==> config.mk <==
export PLATFORM = sky130hd
export DESIGN_NAME = bpred_flat
export DESIGN_NICKNAME = d
export VERILOG_FILES = /design/src/rtl/bpred_pkg.sv /design/src/rtl/bpred_if.sv /design/src/rtl/bpred_dec.sv /design/src/rtl/bpred.sv /design/src/flat_wrapper.sv
export SDC_FILE = /design/constraint.sdc
export NUM_CORES = 1
export LEC_CHECK = 0
export CAP_MARGIN = 20
export CORE_MARGIN = 5
export CORE_UTILIZATION = 54
export DETAILED_ROUTE_END_ITERATION = 8
export PLACE_DENSITY = 0.85
export SKIP_CTS_REPAIR_TIMING = 1
export SYNTH_ARGS = -nofsm -noshare
export SYNTH_HDL_FRONTEND = slang
export SYNTH_SLANG_ARGS = --single-unit
export TNS_END_PERCENT = 10
==> constraint.sdc <==
create_clock -name clk -period 5.8 [get_ports clk]
set_input_delay 0.58 -clock clk [delete_from_list [all_inputs] [get_ports clk]]
set_output_delay 0.58 -clock clk [all_outputs]
set_load 0.005 [all_outputs]
==> src/rtl/bpred_pkg.sv <==
// Shared constants and types for the fetch-stage branch predictor.
package bpred_pkg;

  localparam logic [6:0] OPC_BRANCH  = 7'b1100011;
  localparam logic [1:0] RVC_Q1      = 2'b01;
  localparam logic [1:0] RVC_NONE    = 2'b11;
  // funct3[2:1] of C.BEQZ (110) and C.BNEZ (111)
  localparam logic [1:0] RVC_F3_BR   = 2'b11;

  typedef enum logic [1:0] {
    SNT = 2'b00,
    WNT = 2'b01,
    WT  = 2'b10,
    ST  = 2'b11
  } cnt_e;

endpackage

==> src/rtl/bpred_if.sv <==
// Fetch lookup and execute-stage training signals of the branch predictor.
interface bpred_if;

  logic [63:0]        pc;
  logic [31:0]        ins;
  logic               ins_valid;
  logic               c_ins;
  logic               is_br;
  logic               pr_taken;
  logic signed [12:0] pr_offs;
  logic               br_upd;
  logic [63:0]        br_upd_pc;
  logic               br_upd_taken;

  modport master (
    output pc, ins, ins_valid, br_upd, br_upd_pc, br_upd_taken,
    input  c_ins, is_br, pr_taken, pr_offs
  );

  modport slave (
    input  pc, ins, ins_valid, br_upd, br_upd_pc, br_upd_taken,
    output c_ins, is_br, pr_taken, pr_offs
  );

endinterface

==> src/rtl/bpred_dec.sv <==
// Combinational decode of conditional branches (B-type, C.BEQZ/C.BNEZ) and their offsets.
module bpred_dec
  import bpred_pkg::*;
(
  input  logic [31:0]        ins,
  input  logic               ins_valid,
  output logic               c_ins,
  output logic               is_br,
  output logic signed [12:0] pr_offs
);

  logic               b_type;
  logic               c_br;
  logic signed [12:0] offs_b;
  logic signed [12:0] offs_c;
  logic               unused_ins;

  assign c_ins  = (ins[1:0] != RVC_NONE);
  assign b_type = (ins[6:0] == OPC_BRANCH);
  assign c_br   = (ins[1:0] == RVC_Q1) && (ins[15:14] == RVC_F3_BR);
  assign is_br  = ins_valid & (b_type | c_br);

  assign offs_b = {ins[31], ins[7], ins[30:25], ins[11:8], 1'b0};
  assign offs_c = {{4{ins[12]}}, ins[12], ins[6:5], ins[2], ins[11:10], ins[4:3], 1'b0};

  always_comb begin
    pr_offs = '0;
    if (is_br) pr_offs = b_type ? offs_b : offs_c;
  end

  assign unused_ins = ^{ins[24:16], ins[13]};

endmodule

==> src/rtl/bpred.sv <==
// Branch predictor: PC-indexed table of 2-bit saturating counters, read combinationally
// at fetch and trained by execute-stage resolution.
module bpred
  import bpred_pkg::*;
#(
  parameter int          BHT_IDX_W = 6,
  parameter logic [1:0]  CNT_RST   = 2'b01
) (
  input  logic   clk,
  input  logic   rst_n,
  bpred_if.slave bp
);

  localparam int BHT_N = 2 ** BHT_IDX_W;

  function automatic cnt_e cnt_sat(input cnt_e c, input logic taken);
    cnt_e n;
    n = c;
    case (c)
      SNT: n = taken ? WNT : SNT;
      WNT: n = taken ? WT  : SNT;
      WT:  n = taken ? ST  : WNT;
      ST:  n = taken ? ST  : WT;
      default: n = c;
    endcase
    return n;
  endfunction

  cnt_e                 bht [BHT_N];
  logic [BHT_IDX_W-1:0] rd_idx;
  logic [BHT_IDX_W-1:0] wr_idx;
  logic                 is_br;
  logic                 unused_pc;

  bpred_dec u_dec (
    .ins       (bp.ins),
    .ins_valid (bp.ins_valid),
    .c_ins     (bp.c_ins),
    .is_br     (is_br),
    .pr_offs   (bp.pr_offs)
  );

  // Halfword-granular index so adjacent compressed branches get distinct counters
  assign rd_idx      = bp.pc[BHT_IDX_W:1];
  assign wr_idx      = bp.br_upd_pc[BHT_IDX_W:1];
  assign bp.is_br    = is_br;
  assign bp.pr_taken = is_br & bht[rd_idx][1];

  // Lookup reads the registered value, so a same-cycle update is seen next cycle
  always_ff @(posedge clk) begin
    if (!rst_n) begin
      for (int i = 0; i < BHT_N; i++) bht[i] <= cnt_e'(CNT_RST);
    end else if (bp.br_upd) begin
      bht[wr_idx] <= cnt_sat(bht[wr_idx], bp.br_upd_taken);
    end
  end

  assign unused_pc = ^{bp.pc[63:BHT_IDX_W+1], bp.pc[0],
                       bp.br_upd_pc[63:BHT_IDX_W+1], bp.br_upd_pc[0]};

endmodule

==> src/flat_wrapper.sv <==
// flat-port wrapper written by rule: the top's interface ports become plain ports
module bpred_flat import bpred_pkg::*;
#(
  parameter int          BHT_IDX_W = 6,
  parameter logic [1:0]  CNT_RST   = 2'b01
)
  (clk, rst_n, bp_pc, bp_ins, bp_ins_valid, bp_br_upd, bp_br_upd_pc, bp_br_upd_taken, bp_c_ins, bp_is_br, bp_pr_taken, bp_pr_offs);
  bpred_if bp_i ();
  input  logic clk;
  input  logic rst_n;
  input wire logic [$bits(bp_i.pc)-1:0] bp_pc;
  input wire logic [$bits(bp_i.ins)-1:0] bp_ins;
  input wire logic [$bits(bp_i.ins_valid)-1:0] bp_ins_valid;
  input wire logic [$bits(bp_i.br_upd)-1:0] bp_br_upd;
  input wire logic [$bits(bp_i.br_upd_pc)-1:0] bp_br_upd_pc;
  input wire logic [$bits(bp_i.br_upd_taken)-1:0] bp_br_upd_taken;
  output wire logic [$bits(bp_i.c_ins)-1:0] bp_c_ins;
  output wire logic [$bits(bp_i.is_br)-1:0] bp_is_br;
  output wire logic [$bits(bp_i.pr_taken)-1:0] bp_pr_taken;
  output wire logic [$bits(bp_i.pr_offs)-1:0] bp_pr_offs;
  assign bp_i.pc = bp_pc;
  assign bp_i.ins = bp_ins;
  assign bp_i.ins_valid = bp_ins_valid;
  assign bp_i.br_upd = bp_br_upd;
  assign bp_i.br_upd_pc = bp_br_upd_pc;
  assign bp_i.br_upd_taken = bp_br_upd_taken;
  assign bp_c_ins = bp_i.c_ins;
  assign bp_is_br = bp_i.is_br;
  assign bp_pr_taken = bp_i.pr_taken;
  assign bp_pr_offs = bp_i.pr_offs;
  bpred #(.BHT_IDX_W(BHT_IDX_W), .CNT_RST(CNT_RST)) u_core (.clk(clk), .rst_n(rst_n), .bp(bp_i));
endmodule
==> results.ini <==
[synth]
ys_types = 49
synthMostInstantiatedCell = edfxtp_1
ys.flop_type = edfxtp_1
ys_ff_latch = 128
synth-async-reset-ratio_pct = 0
synth_area_leaders = edfxtp_1 (54%), mux4_2 (11%), nand3_1 (4.9%)
synth_top_area_share_pct = 53.8
synth_commonest_cells = edfxtp_1 (128), nand3_1 (70), nand2_1 (61)
yosysWarnings = 0
synth_edf_count = 128
syn_avg_cell_area_sq_um = 11.5
synth_fp_nets = 788
netlist_area_sq_um = 7150
synthCells = 623
yosysSeqAreaShare_pct = 53.8
synth_top_cell_by_area = edfxtp_1

[grt]
grt_pass1_vias = 5849
grt_max_degree = 49
grt_first_pass_wirelength_um = 32100
grt-ovfl-total = 0
grt_use_total_pct = 26.7
antenna_found_initial = 0

[placed_design]
place_congestion = 1.00
io_buffers = 53
pre_cts_ws_ns = 1.25
placed_cell_area_sq_um = 7620
dp_hpwl_um = 13800

[critical_path]
end_kind = register
path_max_fanout = 36
worstSetupPathType = in2reg
path_buf_inv = 3
crit_arrival_ns = 4.45
critical-path-slowest-cell = clkdlybuf4s50_1
slowest_delay_ns = 0.82
required_ns = 5.92
startpoint_type = input pin
crit_family = buffers and inverters
path_cells = clkdlybuf4s50_1, buf_4, nand2b_1, o22ai_1, o31ai_1, or4b_1, and4bb_1, maj3_2, buf_12, nand3_1

[power]
power_frac_clock_pct = 44.0
p_per_area_nw_per_um2 = 291
p_int_mw = 1.80
p_leak_nw = 2.48
p_sw_uw = 579
pwr-share-comb_pct = 11.7
p_total_mw = 2.38
ir_drop_mv = 0.189
switching_share_pct = 24.3
sequentialPowerShare_pct = 44.3

[routing]
drc_errors = 0
wl_per_cell_um = 25.0
ant_nets = 0
dr.pass1.iters = 6
viasPerCell = 7.08
route.vias.total = 5846
drt_iter0_drc = 1185
drt-total-wl_um = 20700

[floorplan]
rows = 42
core_sq_um = 13100
die_h_um = 125
pin_count = 181
dieArea_sq_um = 15600
start_util_pct = 54.6
die_x_um = 125

[timing]
worst_pin_slew_ns = 1.17
finalMaxSlewViolations = 0
slew_headroom_pct = 21.5
skew_ns = 0.0152
setup_viol = 0
post-route-period-util_pct = 74.7
rsz0062_at_grt = no
fin_ws_ns = 1.47
fin_tns_setup_ns = 0
hold_violations = 0
min_period_ns = 4.33
fmax_ghz = 0.231

[clock_network]
path_clk_slew_ns = 0.06
root_buffer = clkbuf_16
h-tree-depth = 4
insertion_delay_ns = 0.43
cts_tree = yes
cts_made_buffers = 17
clkSinkCount = 128
clockBufferDepth = 2

[cells_and_area]
antenna_cells = 0
drive_gt1_share_pct = 13.8
postLayoutCoreUtil_pct = 62.7
syn2layout_area_growth_pct = 14.7
largest_reg_flops = 128
top_regs = u_core.bht x128
regMostFlops = u_core.bht
nets = 804
fill_cells = 976
finalInstanceArea_sq_um = 8200

[hold_path]
holdCritPathClass = in2reg

[status]
status = complete, no violations

[flow_run]
cap_violations = 0

## stage by stage
step | hold slack, ns | instances
floorplan | 0.975 | 623
global placement | 1.09 | 795
detailed placement | 1.11 | 795
CTS | 0.677 | 825
global route | 0.708 | 826
finish | 0.700 | 826
## final timing paths
kind / startpoint / endpoint / slack, ns / cells after the start
min reg2reg: u_core.bht[36][0] / u_core.bht[53][1] / 1.58 / 6
min: rst_n / u_core.bht[55][0] / 0.70 / 2
max reg2reg: u_core.bht[16][1] / u_core.bht[21][0] / 2.55 / 8
max: bp_br_upd_pc[2] / u_core.bht[21][0] / 1.47 / 10
## routing by layer
layer  global-route usage (%)  share of wire (%)  routed length [um]
met2                     41.8                 47                9660
met5                        0                  0                   0
met3                     8.06                 15                3030
met4                     14.4                5.6                1170
met1                     33.6                 33                6840
## cell families (layout without fill, tap and decap cells)
logic type	Yosys count	in the layout	share of synthesized area, %
simple gates	256	256	17.5
flops	128	128	53.8
compound gates	110	110	9.40
buf+inv	77	104	5.95
mux	49	49	13.0
fa+ha+maj	2	2	0.298
other cells	1	1	0.0525
## area by class of cell
cell class	count	area, sq um	share of cell area, %
timing repair buffer	69	658	8.03
sequential	128	3840	46.9
inverter	5	18.8	0.229
multi-input combinational	418	2890	35.2
clock inverter	13	148	1.80
clock buffer	17	425	5.19
tap	176	220	2.69
## placed cells by master (no fill, tap or decap), drive strengths merged, types with 4 or more instances in the layout
cell           netlist  routed
nand3               70      70
edfxtp             128     128
a221oi               5       5
nand2b               4       4
o21ai               52      52
mux4                35      35
nand2               61      61
and2                 5       5
buf                 34      19
a22oi               12      12
inv                  5       5
nor2                37      37
clkbuf              38      17
clkdlybuf4s50        0      50
mux2i               14      14
a21oi               16      16
nor2b               10      10
nor3                49      49
clkinv               0       7
a31oi                6       6
## power by group through the flow
stage | clock network [mW] | registers [mW] | logic (mW)
CTS | 1.05 | 1.05 | 0.270
finish | 1.05 | 1.05 | 0.279
global route | 1.09 | 1.06 | 0.292
global placement | 0 | 1.07 | 0.260
floorplan | 0 | 1.06 | 0.200
detailed placement | 0 | 1.07 | 0.268
## worst register-to-register path: stages, from the launching register on
cell and delay [ns]:
edfxtp_1 0.38, nor2b_1 0.15, a32o_1 0.24, o31ai_1 0.29, or4b_1 0.48, and4bb_1 0.33, maj3_2 0.64, buf_12 0.30
nand3_1 0.15
(Power assumes the default switching activity.)
